**src/rtl/spike_encoder_pkg.sv**
```systemverilog
// Shared types and constants for the rate-coded spike encoder.
// Holds the FSM encoding, default sizing and a counter-width helper.
package spike_encoder_pkg;

  typedef enum logic [1:0] {
    ST_LOAD = 2'd0,
    ST_RUN  = 2'd1,
    ST_DONE = 2'd2
  } state_e;

  localparam int DEF_N_CH   = 8;
  localparam int DEF_VAL_W  = 4;
  localparam int DEF_WINDOW = 64;

  // Bits needed to hold 0..n-1; never less than one bit.
  function automatic int cnt_w(input int n);
    return (n <= 2) ? 1 : $clog2(n);
  endfunction

endpackage

```
**src/rtl/spike_encoder_rate_channel.sv**
```systemverilog
// One spike channel: a modular phase accumulator whose carry-out is the spike.
// Over k steps the carry count equals floor(k*val / 2^VAL_W).
module rate_channel
  import spike_encoder_pkg::*;
#(
  parameter int VAL_W = DEF_VAL_W
) (
  input  logic             clk,
  input  logic             rst,
  input  logic             clr,
  input  logic             step_en,
  input  logic [VAL_W-1:0] val,
  output logic             spike
);

  logic [VAL_W-1:0] acc_q, acc_d;
  logic             spike_q, spike_d;
  logic [VAL_W:0]   sum;

  always_comb begin
    sum     = {1'b0, acc_q} + {1'b0, val};
    acc_d   = acc_q;
    spike_d = spike_q;
    // Clear wins over stepping so a new window always starts from phase zero.
    if (clr) begin
      acc_d   = '0;
      spike_d = 1'b0;
    end else if (step_en) begin
      acc_d   = sum[VAL_W-1:0];
      spike_d = sum[VAL_W];
    end
  end

  always_ff @(posedge clk or posedge rst) begin
    if (rst) begin
      acc_q   <= '0;
      spike_q <= 1'b0;
    end else begin
      acc_q   <= acc_d;
      spike_q <= spike_d;
    end
  end

  assign spike = spike_q;

endmodule

```
**src/rtl/spike_encoder.sv**
```systemverilog
// Serial-load, fixed-window rate encoder feeding the neuron's spike inputs.
// Load handshake: a beat transfers on a rising edge where load_valid && load_ready.
module spike_encoder
  import spike_encoder_pkg::*;
#(
  parameter int N_CH   = DEF_N_CH,
  parameter int VAL_W  = DEF_VAL_W,
  parameter int WINDOW = DEF_WINDOW
) (
  input  logic             clk,
  input  logic             reset,
  input  logic             load_valid,
  output logic             load_ready,
  input  logic [VAL_W-1:0] load_data,
  input  logic             train_en,
  output logic [N_CH-1:0]  spikes,
  output logic             learn,
  output logic             busy,
  output logic             done,
  output state_e           dbg_state
);

  localparam int CH_W = cnt_w(N_CH);
  localparam int ST_W = cnt_w(WINDOW);
  localparam logic [CH_W-1:0] LAST_CH   = CH_W'(N_CH - 1);
  localparam logic [ST_W-1:0] LAST_STEP = ST_W'(WINDOW - 1);

  state_e           state_q, state_d;
  logic [CH_W-1:0]  ch_idx_q, ch_idx_d;
  logic [ST_W-1:0]  step_cnt_q, step_cnt_d;
  logic [VAL_W-1:0] val_q [N_CH];
  logic [VAL_W-1:0] val_d [N_CH];
  logic             train_lat_q, train_lat_d;
  logic             load_ready_q, load_ready_d;
  logic             learn_q, learn_d;
  logic             busy_q, busy_d;
  logic             done_q, done_d;
  logic             beat;
  logic             chan_clr;
  logic             chan_step;

  always_comb begin
    state_d      = state_q;
    ch_idx_d     = ch_idx_q;
    step_cnt_d   = step_cnt_q;
    val_d        = val_q;
    train_lat_d  = train_lat_q;
    load_ready_d = load_ready_q;
    learn_d      = learn_q;
    busy_d       = busy_q;
    done_d       = done_q;
    chan_clr     = 1'b0;
    chan_step    = 1'b0;
    beat         = load_valid && load_ready_q;

    case (state_q)
      ST_LOAD: begin
        if (beat) begin
          val_d[ch_idx_q] = load_data;
          if (ch_idx_q == LAST_CH) begin
            train_lat_d  = train_en;
            ch_idx_d     = '0;
            step_cnt_d   = '0;
            chan_clr     = 1'b1;
            load_ready_d = 1'b0;
            busy_d       = 1'b1;
            state_d      = ST_RUN;
          end else begin
            ch_idx_d = ch_idx_q + CH_W'(1);
          end
        end
      end

      ST_RUN: begin
        chan_step = 1'b1;
        learn_d   = train_lat_q;
        // The WINDOW-th step is computed on this edge; DONE then presents it.
        if (step_cnt_q == LAST_STEP) begin
          done_d  = 1'b1;
          state_d = ST_DONE;
        end else begin
          step_cnt_d = step_cnt_q + ST_W'(1);
        end
      end

      ST_DONE: begin
        chan_clr     = 1'b1;
        learn_d      = 1'b0;
        done_d       = 1'b0;
        busy_d       = 1'b0;
        load_ready_d = 1'b1;
        state_d      = ST_LOAD;
      end

      default: begin
        chan_clr     = 1'b1;
        learn_d      = 1'b0;
        done_d       = 1'b0;
        busy_d       = 1'b0;
        load_ready_d = 1'b1;
        ch_idx_d     = '0;
        state_d      = ST_LOAD;
      end
    endcase
  end

  always_ff @(posedge clk or posedge reset) begin
    if (reset) begin
      state_q      <= ST_LOAD;
      ch_idx_q     <= '0;
      step_cnt_q   <= '0;
      train_lat_q  <= 1'b0;
      load_ready_q <= 1'b1;
      learn_q      <= 1'b0;
      busy_q       <= 1'b0;
      done_q       <= 1'b0;
      for (int i = 0; i < N_CH; i++) val_q[i] <= '0;
    end else begin
      state_q      <= state_d;
      ch_idx_q     <= ch_idx_d;
      step_cnt_q   <= step_cnt_d;
      train_lat_q  <= train_lat_d;
      load_ready_q <= load_ready_d;
      learn_q      <= learn_d;
      busy_q       <= busy_d;
      done_q       <= done_d;
      val_q        <= val_d;
    end
  end

  for (genvar g = 0; g < N_CH; g++) begin : g_chan
    rate_channel #(.VAL_W(VAL_W)) u_chan (
      .clk     (clk),
      .rst     (reset),
      .clr     (chan_clr),
      .step_en (chan_step),
      .val     (val_q[g]),
      .spike   (spikes[g])
    );
  end

  assign load_ready = load_ready_q;
  assign learn      = learn_q;
  assign busy       = busy_q;
  assign done       = done_q;
  assign dbg_state  = state_q;

endmodule

```
**config.mk**
```make
export PLATFORM = sky130hd
export DESIGN_NAME = spike_encoder
export DESIGN_NICKNAME = d
export VERILOG_FILES = /design/src/rtl/spike_encoder_pkg.sv /design/src/rtl/spike_encoder_rate_channel.sv /design/src/rtl/spike_encoder.sv
export SDC_FILE = /design/constraint.sdc
export NUM_CORES = 1
export LEC_CHECK = 0
export CAP_MARGIN = 25
export CORE_UTILIZATION = 25
export CTS_CLUSTER_SIZE = 10
export DETAILED_ROUTE_END_ITERATION = 10
export PLACE_DENSITY = 0.47
export SKIP_CTS_REPAIR_TIMING = 1
export SLEW_MARGIN = 10
export SYNTH_ARGS = -nofsm -noshare
export SYNTH_HDL_FRONTEND = slang
export SYNTH_SLANG_ARGS = --single-unit
export TNS_END_PERCENT = 20
```
**constraint.sdc**
```tcl
create_clock -name clk -period 6.6 [get_ports clk]
set_input_delay 1.32 -clock clk [delete_from_list [all_inputs] [get_ports clk]]
set_output_delay 1.32 -clock clk [all_outputs]
set_load 0.005 [all_outputs]
```
# Yosys cells after proc, flatten, opt, wreduce, memory -nomap -nowiden

Index checks and enable logic that the tools add are counted.
Widths: inputs -> output; s select.

Reductions and logical operators: 13
Add/sub/neg operators: 10
Bitwise logic cells: 4
Equal/unequal tests: 8
Order comparisons: 2
Muxes and demuxes: 59

Operators by type and width:

| kind                | count |
|---|---|
| $mux 4              | 17 |
| $add 4x4->5         | 8 |
| $bwmux 32           | 1 |
| $mux 1              | 24 |
| $mux 6              | 3 |
| $demux 4 s3         | 1 |
| $pmux 6 s2          | 1 |
| $pmux 1 s2          | 5 |
| $reduce_and 3->1    | 3 |
| $ne 2x2->1 const B  | 4 |
| $add 6x1->6 const B | 1 |
| $eq 6x6->1 const B  | 1 |
| $mux 2              | 3 |
| $mux 3              | 2 |
| $pmux 3 s2          | 1 |
| $reduce_and 2->1    | 3 |
| $ge 4x4->1 const B  | 1 |
| $lt 4x1->1 const B  | 1 |
| $not 3->4           | 1 |
| $pmux 2 s2          | 1 |
| $reduce_and 4->1    | 1 |
| $reduce_bool 2->1   | 2 |
| $add 3x1->3 const B | 1 |
| $eq 3x3->1 const B  | 1 |
| other kinds (6)     | 9 |

Input bits: 8
Logic and storage cells: 128
Register bits after elaboration: 88
Output and inout port bits: 14

# Logic depth before layout (Yosys ltp)

Depth after elaboration: 6
Mapped depth: 8

# Cells and area by module

From an unflattened synthesis, not the netlist that was laid out.

Cell total of the unflattened synthesis: 434
Area, all modules: 4924.7 um^2

Modules (own cells, without submodules):

| module        | area an instance (um^2) | cells an instance | seq. area each (um^2) | times used |
|---|---|---|---|---|
| rate_channel  | 350.3                   | 34                | 125.1                 | 8 |
| spike_encoder | 2122.0                  | 162               | 1202.4                | 1 |

# Worst setup path before layout

Ideal clock, no wire load.

Path kind: input port to flip-flop
Start: input load_valid
End: register g_chan[6].u_chan.acc_q[3]
Stages: 6
Arrival time: 2328 ps
Buffers on the path: 2
Path slack: 4139 ps
Setup time: 133 ps
Cells stage by stage: and3_1 > buf_6 > and2_2 > o21ai_4 > clkbuf_1 > o21ai_0

Longest elaborated chain between the ends: 4

Ends and longest elaborated chain:

| item                                        | line                             | RTL |
|---|---|---|
| start, declared                             | spike_encoder.sv:12              | `input logic load_valid,` |
| $logic_and 1x1->1 (*)                       | spike_encoder.sv:54              | `beat = load_valid && load_ready_q;` |
| $mux 1 (*)                                  | spike_encoder.sv:58              | `if (beat) begin` |
| $pmux 1 s2 (*)                              | spike_encoder.sv:56              | `case (state_q)` |
| $mux 4 or $reduce_bool 2->1 (tied branches) | -                                |  |
| end signal, assigned                        | spike_encoder_rate_channel.sv:36 | `acc_q <= '0;` |
| end signal, assigned                        | spike_encoder_rate_channel.sv:39 | `acc_q <= acc_d;` |
| end, declared                               | spike_encoder_rate_channel.sv:16 | `logic [VAL_W-1:0] acc_q, acc_d;` |

Mark *: on every way between the ends. The rest lies on a longest branch, timed or not.
A chain may end at the register's enable or synchronous reset.

# Final worst setup path

Start: input load_valid
End: register val_q[20] (netlist bit)

Longest elaborated chain between the ends: 2

Ends and longest elaborated chain:

| item                              | line                 | RTL |
|---|---|---|
| $logic_and 1x1->1                 | spike_encoder.sv:54  |  |
| $reduce_and 2->1 (no source line) | -                    |  |
| end signal, assigned              | spike_encoder.sv:127 | `val_q <= val_d;` |
| end, declared                     | spike_encoder.sv:31  | `logic [VAL_W-1:0] val_q [N_CH];` |

No other way between the ends.

==> flow_summary.json <==
{
  "powerDensity_nw_per_um2": 434,
  "grt_max_degree": 70,
  "yosysSeqAreaShare": 0.471,
  "status": "finished, violations left",
  "drv_slew": 0,
  "synth.distinct_cells": 47,
  "grt.total_usage": 0.114,
  "fin_crit_sh": 0.458,
  "dr.pass1.iters": 9,
  "cts_buffer_depth": 2,
  "netlist_top_cells_area": "dfrtp_1, ha_1, mux2_2",
  "syn-cell-area_um2": 4680,
  "pre_cts_ws_ns": 2.99,
  "clkPwrFrac": 0.234,
  "grt_first_pass_wirelength_mm": 17.0,
  "violations": "design-rule violations",
  "syn_nets": 482,
  "first_global_vias": 3265,
  "boundaryPins": 22,
  "fmax_mhz": 331,
  "cts_sinks": 88,
  "die_x_um": 139,
  "core_area_um2": 18100,
  "clk_pin_slew_worst_paths_ns": 0.06,
  "critical_path_class": "in2reg",
  "min_path_type": "reg2reg",
  "ir_drop_v": 0.000242,
  "htreeDepth": 3,
  "internal_power_uw": 1500,
  "cts_inserted_buffers": 9,
  "cts_tree": "yes",
  "drt-total-wl_mm": 9.79,
  "place_area_um2": 5080,
  "clk_latency_ns": 0.35,
  "layout-drive-gt1-share": 0.120,
  "crit_path_max_fanout": 6,
  "synth-seq-cells": 88,
  "portBuffers": 21,
  "die_height_um": 139,
  "leakagePower_uw": 0.00247,
  "synth.avg_cell_area_um2": 10.9,
  "overflow": 0,
  "wl_per_cell_um": 14.4,
  "setup_tns_ns": 0,
  "max_slew.worst_pin.slew_ns": 0.981,
  "crit_required_ns": 6.83,
  "seq_power_share": 0.380,
  "finalSetupViolCount": 0,
  "finish.utilization": 0.298,
  "dieArea_um2": 19300,
  "fp-row-count": 49,
  "start_util": 0.258,
  "synthFlopType": "dfrtp_1",
  "antenna_found_initial": 0,
  "via_count": 3078,
  "fin_worst_skew_ns": 0.0104,
  "syn_to_final_growth_pct": 15.7,
  "antennaDiodeCount": 0,
  "drtIter0Drc": 114,
  "yosysWarnings": 0,
  "rsz0062_at_grt": "no",
  "reg2reg_slack_ns": 4.04,
  "place_hpwl_mm": 6.48,
  "fin_area_um2": 5410,
  "viasPerCell": 4.54,
  "hold_viol": 0,
  "yosys.area.top_type": "dfrtp_1",
  "synth_edf_count": 0,
  "pwr-share-comb": 0.386,
  "syn_inst": 428,
  "gp_congestion": 0.744,
  "switchingPower_uw": 843,
  "nNetsFinal": 498,
  "ys_async_sr_fraction": 1.00,
  "switching_share": 0.360,
  "synth_top_area_share": 0.466,
  "crit_arrival_ns": 3.25,
  "antenna_left": 0,
  "crit_path_start_kind": "input pin",
  "cts_root_buf": "clkbuf_16",
  "critPathCaptureType": "register",
  "drv_cap": 0,
  "period_needed_ns": 3.02,
  "setup_slack_ns": 3.58,
  "drcViolationCount": 1,
  "max_slew_margin": 0.341,
  "hold_ws_ns": 0.482
}
## routing by layer
metal  wire length [µm]  up-vias  global-route usage
li1                   -     1528                   -
met1               4820     1508               0.147
met2               4570       35               0.186
met3                296        7              0.0318
met4                104        0              0.0316
met5                  0        -                   0
## cells in the final DEF, fill, tap and decap left out, drive strengths merged, types with 3 or more instances in the layout
cell	n
a21o	8
a21oi	14
a22o	8
and2	3
and3	4
buf	3
clkbuf	13
clkdlybuf4s50	21
dfrtp	87
fa	8
ha	38
inv	28
mux2	30
nand2	51
nand2b	3
nand3	4
nor2	8
nor2b	16
nor3	5
o21a	9
o21ai	48
o41ai	8
xor2	8
## critical path: stages
cell             delay (ns)
clkdlybuf4s50_1        0.60
nand3_1                0.20
nor3_1                 0.72
mux2_2                 0.41
## power by group through the flow
stage               Clock, µW  Combinational [µW]  Sequential [µW]
finish                    548                 905              893
global route              585                1050              925
CTS                       567                 919              894
detailed placement          0                 917              902
global placement            0                 884              893
floorplan                   0                 697              863
## logic make-up after synthesis
family                     after synthesis  synth area share
muxes                                   31            0.0776
xor gates and xnor gates                 8            0.0150
adders and majority gates               46             0.136
and+or+nand+nor                        103             0.110
AOI/OAI and AO/OA                      104             0.142
DFF                                     88             0.471
buffers and inverters                   48            0.0479
## worst paths after layout
| check | start | to | depth (start not counted) |
|---|---|---|---|
| setup / recovery | load_valid | val_q[20]$_DFFE_PP0P_ | 4 |
| setup reg to reg | dbg_state[1]$_DFFE_PP0P_ | g_chan[2].u_chan.spike$_DFFE_PP0P_ | 7 |
| min in group asynchronous | reset | g_chan[1].u_chan.acc_q[0]$_DFFE_PP0P_ | 2 |
| max in group asynchronous | reset | val_q[16]$_DFFE_PP0P_ | 3 |
| hold reg to reg | g_chan[5].u_chan.spike$_DFFE_PP0P_ | g_chan[5].u_chan.spike$_DFFE_PP0P_ | 2 |
| hold / removal | g_chan[5].u_chan.spike$_DFFE_PP0P_ | g_chan[5].u_chan.spike$_DFFE_PP0P_ | 2 |
## per-stage QoR
step,power (µW),cells
after floorplan,1560,428
after global placement,1780,661
after detailed placement,1820,661
after CTS,2380,677
after global routing,2560,678
final,2350,678
## synth_stat cells (all sizes together) (8+ instances only)
cell and n:
dfrtp 87, nand2 51, o21ai 48, ha 38, mux2 30, inv 29
nor2b 16, a21oi 14, buf 14, o21a 9, a21o 8, a22o 8
fa 8, nor2 8, o41ai 8, xor2 8
## flip-flops by register name, indices dropped and copies added (netlist names), 2 cells and up
name                 cells
dbg_state                2
g_chan.u_chan.acc_q     32
g_chan.u_chan.spike      8
val_q                   32
ch_idx_q                 3
step_cnt_q               6
## cell type report
type	count	area [µm²]
clock buffers	13	250
clock inverters	3	65.1
fillers	1872	12700
inverters	29	110
multi-input cells	292	2260
flip-flops and latches	88	2200
well taps	229	287
repair buffers	24	233
Note: power is estimated with default switching activity, not from simulation.
